<file path="src/rtl/int2flt_core.sv">
// int2flt_core: 16-bit integer to 16-bit float converter with an owned byte memory.
// Define INT2FLT_ROUND_EN for round-to-nearest-even; otherwise the fraction truncates.

module int2flt_mem (
  input  logic       clk,
  input  logic       we,
  input  logic [7:0] addr,
  input  logic [7:0] wdata,
  output logic [7:0] rdata
);

  logic [7:0] mem_core [256];

  always_ff @(posedge clk) begin
    if (we) mem_core[addr] <= wdata;
  end

  assign rdata = mem_core[addr];

endmodule

module int2flt_core (
  input  logic clk,
  input  logic reset,
  input  logic start,
  output logic done
);

  typedef enum logic [3:0] {
    IDLE, ARMED, RD_LO, RD_HI, ABS,
    NORM, ROUND, WR_LO, WR_HI, FIN
  } state_t;

  state_t      state;
  logic [7:0]  in_lo;
  logic [15:0] word;
  logic        sign;
  logic [15:0] mag;
  logic [4:0]  expo;
  logic [15:0] res;

  logic [7:0]  addr;
  logic        we;
  logic [7:0]  wdata;
  logic [7:0]  rdata;

  logic [15:0] mag_c;
  logic [4:0]  exp_r;
  logic [9:0]  frac_r;

  int2flt_mem data_mem1 (
    .clk   (clk),
    .we    (we),
    .addr  (addr),
    .wdata (wdata),
    .rdata (rdata)
  );

  always_comb begin
    addr  = 8'd0;
    we    = 1'b0;
    wdata = res[7:0];
    unique case (1'b1)
      state == RD_LO: addr = 8'd0;
      state == RD_HI: addr = 8'd1;
      state == WR_LO: begin
        addr = 8'd2;
        we   = 1'b1;
      end
      state == WR_HI: begin
        addr  = 8'd3;
        we    = 1'b1;
        wdata = res[15:8];
      end
      default: addr = 8'd0;
    endcase
  end

  assign word  = {rdata, in_lo};
  assign mag_c = word[15] ? (~word + 16'd1) : word;

`ifdef INT2FLT_ROUND_EN
  logic [10:0] m;
  logic        g;
  logic        s;
  logic        l;
  logic        up;
  logic [11:0] m_r;
  logic        unused_bit;

  assign m   = mag[15:5];
  assign g   = mag[4];
  assign s   = |mag[3:0];
  assign l   = mag[5];
  assign up  = g & (l | s);
  assign m_r = {1'b0, m} + {11'd0, up};
  assign unused_bit = m_r[10];

  // Carry out of the 11-bit significand renormalizes to 1.0 x 2^(e+1)
  always_comb begin
    exp_r  = expo;
    frac_r = m_r[9:0];
    if (m_r[11]) begin
      exp_r  = expo + 5'd1;
      frac_r = 10'd0;
    end
  end
`else
  logic [5:0] unused_bits;

  assign unused_bits = {mag[15], mag[4:0]};
  assign exp_r  = expo;
  assign frac_r = mag[14:5];
`endif

  always_ff @(posedge clk) begin
    if (reset) begin
      state <= IDLE;
      done  <= 1'b0;
      in_lo <= 8'd0;
      sign  <= 1'b0;
      mag   <= 16'd0;
      expo  <= 5'd0;
      res   <= 16'd0;
    end else begin
      unique case (state)
        IDLE: begin
          if (start) begin
            done  <= 1'b0;
            state <= ARMED;
          end
        end
        ARMED: begin
          if (!start) state <= RD_LO;
        end
        RD_LO: begin
          in_lo <= rdata;
          state <= RD_HI;
        end
        RD_HI: begin
          sign  <= word[15];
          mag   <= mag_c;
          expo  <= 5'd30;
          state <= ABS;
        end
        ABS: begin
          if (mag == 16'd0) begin
            res   <= {sign, 15'd0};
            state <= WR_LO;
          end else if (mag[15]) begin
            state <= ROUND;
          end else begin
            state <= NORM;
          end
        end
        NORM: begin
          mag  <= mag << 1;
          expo <= expo - 5'd1;
          if (mag[14]) state <= ROUND;
        end
        ROUND: begin
          res   <= {sign, exp_r, frac_r};
          state <= WR_LO;
        end
        WR_LO: state <= WR_HI;
        WR_HI: state <= FIN;
        FIN: begin
          done  <= 1'b1;
          state <= IDLE;
        end
        default: state <= IDLE;
      endcase
    end
  end

endmodule

</file>
<file path="config.mk">
export PLATFORM = sky130hd
export DESIGN_NAME = int2flt_core
export DESIGN_NICKNAME = d
export VERILOG_FILES = /design/src/rtl/int2flt_core.sv
export SDC_FILE = /design/constraint.sdc
export NUM_CORES = 1
export LEC_CHECK = 0
export CORE_MARGIN = 2
export CORE_UTILIZATION = 60
export CTS_CLUSTER_DIAMETER = 60
export DETAILED_ROUTE_END_ITERATION = 8
export GPL_ROUTABILITY_DRIVEN = 0
export MAX_ROUTING_LAYER = met4
export PLACE_DENSITY_LB_ADDON = 0.25
export SLEW_MARGIN = 20
export SYNTH_ARGS = -nofsm -noshare
export SYNTH_HDL_FRONTEND = slang
export SYNTH_SLANG_ARGS = --single-unit
</file>
<file path="constraint.sdc">
create_clock -name clk -period 5.25 [get_ports clk]
set_input_delay 1.05 -clock clk [delete_from_list [all_inputs] [get_ports clk]]
set_output_delay 1.05 -clock clk [all_outputs]
set_load 0.02 [all_outputs]
</file>
==> results by group, run 1 <==
Status
  – Outcome: complete, no violations

Clock network
  – Clk Latency, worst-skew pair: around 350 ps
  – Clock Path Buffers: 2
  – CTS Root Cell: clkbuf_8
  – Clock transition at the registers of the reported paths: 90 ps
  – Clk sinks: 83
  – Post-CTS Hold Buffers: 0
  – Post-CTS Setup Bufs: 0
  – CTS resizes: 0
  – CTS tree: done
  – H-tree Lvls: 3
  – Cts bufs inserted: 9

Cells and area
  – Number of diodes: 0
  – Finished Cell Area: between 4000 and 5000 sq um
  – Final #Nets: approximately 420
  – Filler instances: between 500 and 600
  – Area growth syn-to-layout: 6.74%
  – Layout cells sized above 1: between 5 and 6%

Floorplan
  – Core area: around 6200 sq um
  – Placement Rows: 29
  – Full die area: 7000 sq um
  – Die width: approximately 84 um
  – Die H: around 84 um
  – I/O pins: 4
  – Initial Utilization: about three fifths

Worst setup path
  – Crit path max-delay family: compound AO/OA/AOI/OAI gates
  – Critical Path, Cell by Cell: nor3b_1 > o21ai_0 > a21oi_1 > o21ai_0 > xnor2_1 > o2bb2ai_1
  – CP max stage delay: approximately 740 ps
  – Crit-path slowest cell: nor3b_1
  – Worst Path Max Fanout: 22
  – Crit path DAT: 3270 ps
  – Startpoint Class: register
  – Most frequent CP cell: o21ai_0
  – Endpoint type of the worst setup path: register
  – Critical path class: reg2reg
  – WP data required: 5470 ps
  – Worst Path Buf+Inv: 0

Global route
  – Grt ovf: 0
  – Initial antenna violation count: 0
  – First-pass GRT wire length: 14.8 mm
  – GR Util All Layers: 27.5%
  – Largest net degree at the start of global routing: 54
  – Vias in the first global route: a little under 3000

Yosys
  – Synthesized area per cell: ~9.2 sq um
  – Number of synthesized register bits: 83
  – Synth top area share: 26.8%
  – Simple-Gate Fraction of Synth Area: roughly a fifth
  – Top FF cell, synth: dfxtp_1
  – Post-Synth XOR/XNOR Area: under 10%
  – Mux cell area share after synthesis: around 1.6%
  – Synth Area in Adders: less than 1%
  – Post-synth EDFFs: 32
  – Async SR Flop Fraction: 0%
  – Cells after synthesis: 413
  – Seq/Total Area, Yosys: between 50% and 60%
  – Cell Area, Synth: 3810 sq um
  – Synth unique cells: between 50 and 60
  – Combinational family with the most area after synthesis: simple AND/OR/NAND/NOR gates
  – Warnings from Yosys: 0
  – Post-synthesis compound-gate area fraction: 19.9%
  – Top cells by area, synth: dfxtp_1, edfxtp_1, nand2_1
  – Area leader, netlist: dfxtp_1

Timing
  – Final min period: between 3000 and 4000 ps
  – RSZ-0062 raised after global routing: no
  – Final setup margin: roughly 2200 ps
  – Setup TNS Final: 0 ps
  – Max_slew headroom: roughly 41%
  – Hold Vio Cnt, Final: 0
  – Clock skew: roughly 9.4 ps
  – Final period util: a little under 60%
  – Max Fclk: about 330 MHz
  – Final hold slack: between 400 and 500 ps
  – Final setup violation count: 0
  – Final Max Slew Viols: 0
  – Worst-margin pin slew: around 880 ps

Route
  – Residual DRC: 0
  – DR pass1 iterations: 5
  – Initial DRC count: a little over 400
  – Routed Antenna Nets: 0
  – Vias after detailed routing: approximately 3200
  – Post-Route WL: a little over 9 mm
  – WL/cell: 18.2 um
  – Via-to-Cell Ratio: between 6 and 7

Placed design
  – Detailed Place HPWL: a little over 6 mm
  – Worst slack at placement: around 2200 ps
  – Placed Area: a little under 4000 sq um
  – Port bufs: 3

Power
  – Pwr per Cell Area: approximately 360 nW/um^2
  – VDD IR max: 0.320 mV
  – Combinational power share: 21.1%
  – Total power: around 1.4 mW
  – Clock power frac: roughly 28%
  – Reg power frac: between 50% and 60%
  – Leakage: around 1.4 nW
  – Internal: 0.975 mW
  – Sw Share: between 30% and 40%
  – Sw Pwr: about 0.47 mW

Hold path
  – Hold Path Class: reg2reg

Job
  – Max cap viols: 0
-- state kept, by name (all words and copies together), names as in the netlist --
signal / flops
in_lo: 8
data_mem1.mem_core: 32
state: 4
exp_r: 5
done: 1
sign: 1
res: 16
mag: 16
-- cells in the final DEF, fill, tap and decap left out, drive strengths merged, types with 3 or more instances in the layout --
master,instances
a211oi,8
a21oi,40
a22oi,12
a31oi,8
and2,3
and3,3
buf,4
clkbuf,10
clkinv,4
conb,16
dfxtp,51
edfxtp,32
inv,9
mux2i,5
nand2,58
nand3,20
nand3b,3
nor2,27
nor3,11
nor3b,3
nor4,10
o21a,5
o21ai,23
o22ai,9
or3,4
or4b,3
xor2,5
-- worst register-to-register path: stages (launching register included) --
cell and delay, ps:
dfxtp_1 530, nor3b_1 740, o21ai_0 360, a21oi_1 710
o21ai_0 250, xnor2_1 190, o2bb2ai_1 150
-- power by group through the flow --
stage / Sequential [mW] / Combinational (mW) / Clock, mW
6_report: 0.737 / 0.305 / 0.403
5_1_grt: 0.742 / 0.335 / 0.437
4_1_cts: 0.735 / 0.297 / 0.411
3_5_place_dp: 0.750 / 0.295 / 0
3_3_place_gp: 0.748 / 0.290 / 0
2_1_floorplan: 0.724 / 0.253 / 0
-- Yosys cell counts, types with 2 or more instances --
cell type and instances:
nand2_1 58, dfxtp_1 51, a21oi_1 40, edfxtp_1 32, nor2_1 27, o21ai_0 23, clkbuf_1 22, nand3_1 20
a22oi_1 12, nor3_1 11, nor4_1 10, o22ai_1 9, a211oi_1 8, a31oi_1 8, inv_1 8, mux2i_1 5
o21a_1 5, xor2_1 5, or3_1 4, and2_1 3, and3_1 3, nand3b_1 3, nor3b_1 3, a21o_1 2
a221oi_1 2, a2bb2oi_1 2, buf_1 2, buf_6 2, ha_1 2, nand2b_1 2, nand4_1 2, nor2b_1 2
o2bb2ai_1 2, o31ai_1 2, or2_2 2, or4b_1 2
-- area by class of cell --
class	count	area, sq um	share of cell area (%)
Clock buffer	10	128	3.14
Multi-Input combinational cell	310	1730	42.7
Sequential cell	83	1980	48.8
Tap cell	77	96.3	2.37
Timing Repair Buffer	6	47.5	1.17
Clock inverter	6	41.3	1.02
Inverter	9	33.8	0.832
-- cells by family after synthesis --
logic type               Yosys count
other                              1
flip-flops                        83
AND/OR/NAND/NOR                  158
buffers and inverters             35
AO/OA/AOI/OAI                    122
multiplexers                       6
XOR/XNOR                           6
adder cells (fa/ha/maj)            2
-- worst paths after layout --
| check | start | end | slack (ps) | cells after the start |
|---|---|---|---|---|
| setup reg to reg | state[2] | mag[9] | 2200 | 6 |
| setup / recovery | state[2] | mag[9] | 2200 | 6 |
| hold reg to reg | sign | res[15] | 470 | 2 |
| hold / removal | sign | res[15] | 470 | 2 |
-- per-layer routing --
layer | track usage (%) | vias to the layer above | share of wire [%]
met5 | - | - | 0
met4 | 10.9 | 0 | 2.1
met3 | 6.13 | 21 | 7.4
met2 | 41.3 | 162 | 47
met1 | 36.5 | 1521 | 43
li1 | - | 1517 | -
-- stage by stage --
stage               util (%)  cells
floorplan                  -    428
global placement        62.4    485
detailed placement      62.4    485
CTS                     65.1    501
global route            65.1    501
finish                  65.1    501
(Power assumes the default switching activity.)
==> inputs of run 2 (changes only) <==
==> constraint.sdc (replaced) <==
create_clock -name clk -period 3.2 [get_ports clk]
set_input_delay 0.64 -clock clk [delete_from_list [all_inputs] [get_ports clk]]
set_output_delay 0.64 -clock clk [all_outputs]
set_load 0.02 [all_outputs]
==> run 2 against run 1 <==
Critical path depth increased by 1. Sequential share of layout area fell by 0.59 points. Largest cell class unchanged. Total power rose by 66%. Setup slack worse by 1800 ps. Final area increased by 1.2%. Worst hold slack barely moved. Core utilization increased by 0.80 points. Die area did not move. Clock-buffer cell count is 1 lower. Sequential power up 60%. Non-clock buffer count up 7.
==> results by group, run 2 (synthesized netlist as in run 1, its figures left out) <==
Status
  – Outcome: complete, no violations

Timing
  – Final setup violation count: 0
  – Hold Vio Cnt, Final: 0
  – RSZ-0062 raised after global routing: no
  – Setup TNS Final: 0 ps
  – Max Fclk: around 360 MHz
  – Final period util: slightly below 90%
  – Clock skew: roughly 15 ps
  – Final Max Slew Viols: 0
  – Worst-margin pin slew: ~960 ps
  – Max_slew headroom: a little over a third
  – Final min period: 2770 ps
  – Final hold slack: ~470 ps

Power
  – Clock power frac: approximately 28%
  – Reg power frac: about half
  – VDD IR max: approximately 0.38 mV
  – Leakage: approximately 1.5 nW
  – Sw Share: between 30% and 40%
  – Combinational power share: 22.9%
  – Internal: between 1.5 and 2 mW
  – Sw Pwr: about 0.8 mW
  – Pwr per Cell Area: between 500 and 600 nW/um^2

Floorplan
  – I/O pins: 4
  – Die width: 83.6 um
  – Placement Rows: 29
  – Initial Utilization: 61.0%
  – Die H: between 80 and 90 um
  – Core area: about 6200 sq um
  – Full die area: ~7000 sq um

Job
  – Max cap viols: 0

Placed design
  – Detailed Place HPWL: around 6.2 mm
  – Port bufs: 3

Clock network
  – Post-CTS Setup Bufs: 0
  – Clock Path Buffers: 2
  – Post-CTS Hold Buffers: 0
  – CTS resizes: 0
  – H-tree Lvls: 3
  – CTS Root Cell: clkbuf_8
  – CTS tree: done
  – Cts bufs inserted: 9
  – Clock transition at the registers of the reported paths: ~90 ps
  – Clk Latency, worst-skew pair: 370 ps
  – Clk sinks: 83

Route
  – Vias after detailed routing: around 3200
  – Residual DRC: 0
  – Post-Route WL: 9.12 mm
  – WL/cell: about 18 um
  – Via-to-Cell Ratio: ~6.3
  – DR pass1 iterations: 6
  – Routed Antenna Nets: 0
  – Initial DRC count: 334

Worst setup path
  – Startpoint Class: register
  – Endpoint type of the worst setup path: register
  – Critical path class: reg2reg
  – Crit path DAT: around 3000 ps
  – Worst Path Max Fanout: 21
  – WP data required: about 3400 ps

Cells and area
  – Most common cell after layout, fill and taps aside: nand2_1
  – Layout cells sized above 1: 6.96%
  – Commonest non-fill, non-tap cells in the layout: nand2_1, dfxtp_1, a21oi_1, edfxtp_1, nor2_1
  – Top Registers: data_mem1.mem_core: 32 flops, mag: 16 flops, res: 16 flops
  – Area growth syn-to-layout: 8.05%
  – Final #Nets: around 430
  – Number of diodes: 0
  – Biggest register: data_mem1.mem_core
  – Largest register FFs: 32
  – Filler instances: between 500 and 600
  – Layout Utilization: about two thirds

Global route
  – First-pass GRT wire length: between 10 and 15 mm
  – Grt ovf: 0
  – Initial antenna violation count: 0
  – Largest net degree at the start of global routing: 54
  – GR Util All Layers: 27.7%
  – Vias in the first global route: roughly 2800

Hold path
  – Hold Path Class: reg2reg
-- run 2: power groups by stage --
stage          logic, mW  registers [mW]  clock network (mW)
2_1_floorplan      0.415            1.19                   0
3_3_place_gp       0.527            1.20                   0
3_5_place_dp       0.533            1.20                   0
4_1_cts            0.536            1.17               0.672
5_1_grt            0.605            1.18               0.717
6_report           0.549            1.18               0.669
-- run 2: per-layer routing --
layer  up-vias  routed length (um)  global-route usage [%]
met2       150                4110                    39.6
met4         0                 242                    8.65
met5         -                   0                       -
met1      1492                4100                    39.1
met3        22                 667                    7.32
li1       1540                   -                       -
-- run 2: metrics by stage --
step	cells	instance area, sq um	power [mW]	worst slack [ps]
after global routing	508	4110	2.50	290
after CTS	508	4110	2.38	432
after detailed placement	492	3950	1.73	461
final	508	4110	2.39	427
after global placement	492	3950	1.72	511
after floorplan	428	3860	1.60	596
-- run 2: critical path, stage by stage, from the launching register on --
cell	delay, ps
dfxtp_1	320
buf_4	200
nor3b_1	650
o21ai_0	320
a21o_1	420
o21a_1	250
o21ai_0	320
a21oi_1	120
-- run 2: final timing paths --
check / cells past startpoint / end / slack, ps / startpoint
max: 7 / mag[7] / 430 / state[2]
min: 2 / res[9] / 470 / res[9]
max reg2reg: 7 / mag[7] / 430 / state[2]
min reg2reg: 2 / res[9] / 470 / res[9]
-- run 2: area by class of cell --
| cell class | count | area (sq um) | share of cell area, % |
|---|---|---|---|
| Clock inverter | 7 | 42.5 | 1.03 |
| Tap cell | 77 | 96.3 | 2.34 |
| Sequential cell | 83 | 1980 | 48.2 |
| Timing Repair Buffer | 13 | 100 | 2.43 |
| Inverter | 9 | 33.8 | 0.821 |
| Clock buffer | 9 | 124 | 3.01 |
| Multi-Input combinational cell | 310 | 1730 | 42.2 |
==> inputs of run 3 (changes only) <==
--- a/config.mk
+++ b/config.mk
@@ -7,12 +7,13 @@
 export LEC_CHECK = 0
 export CORE_MARGIN = 2
 export CORE_UTILIZATION = 60
+export CTS_BUF_LIST = sky130_fd_sc_hd__clkbuf_16
 export CTS_CLUSTER_DIAMETER = 60
 export DETAILED_ROUTE_END_ITERATION = 8
 export GPL_ROUTABILITY_DRIVEN = 0
 export MAX_ROUTING_LAYER = met4
 export PLACE_DENSITY_LB_ADDON = 0.25
-export SLEW_MARGIN = 20
+export SLEW_MARGIN = 10
 export SYNTH_ARGS = -nofsm -noshare
 export SYNTH_HDL_FRONTEND = slang
 export SYNTH_SLANG_ARGS = --single-unit
==> run 3 against run 2 <==
Setup slack improved by 6.1 ps. Highest routed layer unchanged. Sequential cell count unchanged. Clock power increased by 41%. Non-clock buffer count unchanged. Die area unchanged. Global-route usage increased by 0.87 points. First-iteration DRC count increased by 11%. Clock-buffer cell count unchanged. Via count increased by 0.87%. Fmax increased by 0.22%. Critical path depth decreased by 1.
==> results by group, run 3 (synthesized netlist as in run 1, its figures left out) <==
Worst setup path
  – FF-to-FF End: mag[14]
  – CP max stage delay: 680 ps
  – Worst Path Max Fanout: 20
  – Startpoint Class: register
  – R2R cell count: 6
  – R2r startpoint: state[1]
  – Critical Path, Cell by Cell: or4b_4 > o22ai_1 > a31oi_1 > or4_1 > or4b_1 > a31oi_1
  – R2R setup slack: 430 ps
  – WP data required: 3460 ps
  – Critical path class: reg2reg
  – Most frequent CP cell: a31oi_1
  – Crit-path slowest cell: or4b_4
  – Endpoint type of the worst setup path: register
  – Crit path DAT: 3020 ps

Floorplan
  – Initial Utilization: just over 60%
  – Placement Rows: 29
  – Full die area: 7000 sq um
  – Core area: 6240 sq um
  – I/O pins: 4
  – Die H: 83.6 um
  – Die width: 83.6 um

Placed design
  – Detailed Place HPWL: 6.25 mm
  – Dpl cells: 492
  – Worst slack at placement: about 460 ps
  – Port bufs: 3
  – Placed Area: 3950 sq um

Cells and area
  – Commonest non-fill, non-tap cells in the layout: nand2_1, dfxtp_1, a21oi_1, edfxtp_1, nor2_1
  – Filler instances: 508
  – Area growth syn-to-layout: 10.7%
  – Number of diodes: 0
  – Biggest register: data_mem1.mem_core
  – Layout cells sized above 1: under 10%
  – Non-filler instance count after layout: 508
  – Most common cell after layout, fill and taps aside: nand2_1
  – Final #Nets: 431
  – Top Registers: data_mem1.mem_core: 32 flops, mag: 16 flops, res: 16 flops
  – Largest register FFs: 32
  – Finished Cell Area: 4210 sq um

Global route
  – Vias in the first global route: slightly below 3000
  – First-pass GRT wire length: between 15 and 20 mm
  – GR Util All Layers: roughly 29%
  – Initial antenna violation count: 0
  – Largest net degree at the start of global routing: 54
  – Grt ovf: 0

Clock network
  – CTS resizes: 0
  – CTS tree: done
  – CTS Root Cell: clkbuf_16
  – Post-CTS Setup Bufs: 0
  – Clock transition at the registers of the reported paths: roughly 60 ps
  – H-tree Lvls: 3
  – Clock Path Buffers: 2
  – Post-CTS Hold Buffers: 0
  – Cts bufs inserted: 9
  – Clk sinks: 83
  – Clk Latency, worst-skew pair: about 330 ps

Hold path
  – HP Start: sign
  – Hold Path Class: reg2reg
  – WHS Path Cells: 2
  – WHS Endpoint: sign

Route
  – Residual DRC: 0
  – DR pass1 iterations: 5
  – Initial DRC count: about 370
  – Via-to-Cell Ratio: 6.36
  – WL/cell: around 18 um
  – Vias after detailed routing: between 3000 and 4000
  – Post-Route WL: a little over 9 mm
  – Routed Antenna Nets: 0

Timing
  – Setup TNS Final: 0 ps
  – RSZ-0062 raised after global routing: no
  – Final setup violation count: 0
  – Max Fclk: ~360 MHz
  – Max_slew headroom: 34.3%
  – Final min period: 2770 ps
  – Worst-margin pin slew: a little under 1000 ps
  – Final period util: between 80% and 90%
  – Final Max Slew Viols: 0
  – Final setup margin: 433 ps
  – Clock skew: 4.31 ps
  – Hold Vio Cnt, Final: 0

Power
  – Pwr per Cell Area: 635 nW/um^2
  – Total power: ~2.7 mW
  – VDD IR max: 0.495 mV
  – Leakage: around 1.5 nW

Status
  – Outcome: complete, no violations

Job
  – Max cap viols: 0
-- run 3: worst max-delay path by stage --
| stage | start | endpoint | slack [ps] | depth (start not counted) |
|---|---|---|---|---|
| 6_report | state[1] | mag[14] | 430 | 6 |
| 5_1_grt | state[2] | mag[13] | 270 | 7 |
| 4_1_cts | state[1] | mag[14] | 440 | 6 |
| 3_5_place_dp | state[1] | mag[14] | 460 | 6 |
| 3_3_place_gp | state[1] | mag[14] | 510 | 6 |
| 2_1_floorplan | state[1] | mag[14] | 600 | 8 |
-- run 3: report_power, final --
group	switching [mW]	internal [mW]
registers	0.0422	1.14
clock network	0.422	0.522
logic	0.350	0.205
total	0.814	1.86
-- run 3: layer usage --
layer	wire length [um]	track usage (%)	part of all wire, %	up-vias
li1	-	-	-	1545
met1	4320	40.2	46	1528
met2	4180	40.1	45	138
met3	590	6.63	6.3	21
met4	244	12.0	2.6	0
met5	0	-	0	-
-- run 3: layout make-up --
class / instances / area (sq um) / area share [%]
flip-flops and latches: 83 / 1980 / 47.0
multi-input cells: 310 / 1730 / 41.2
clock buffers: 9 / 225 / 5.34
repair buffers: 13 / 100 / 2.38
well taps: 77 / 96.3 / 2.29
clock inverters: 7 / 42.5 / 1.01
inverters: 9 / 33.8 / 0.802
-- run 3: worst max-delay path, delay by kind of cell (launching register included) --
kind / cells / cell delay [ps]
simple gates: 3 / 1800
compound gates: 3 / 580
flops: 1 / 310
-- run 3: per-stage QoR --
step	utilization, %	hold slack [ps]
after floorplan	-	437
after global placement	63.2	450
after detailed placement	63.2	460
after CTS	67.5	467
after global routing	67.5	490
final	67.5	471
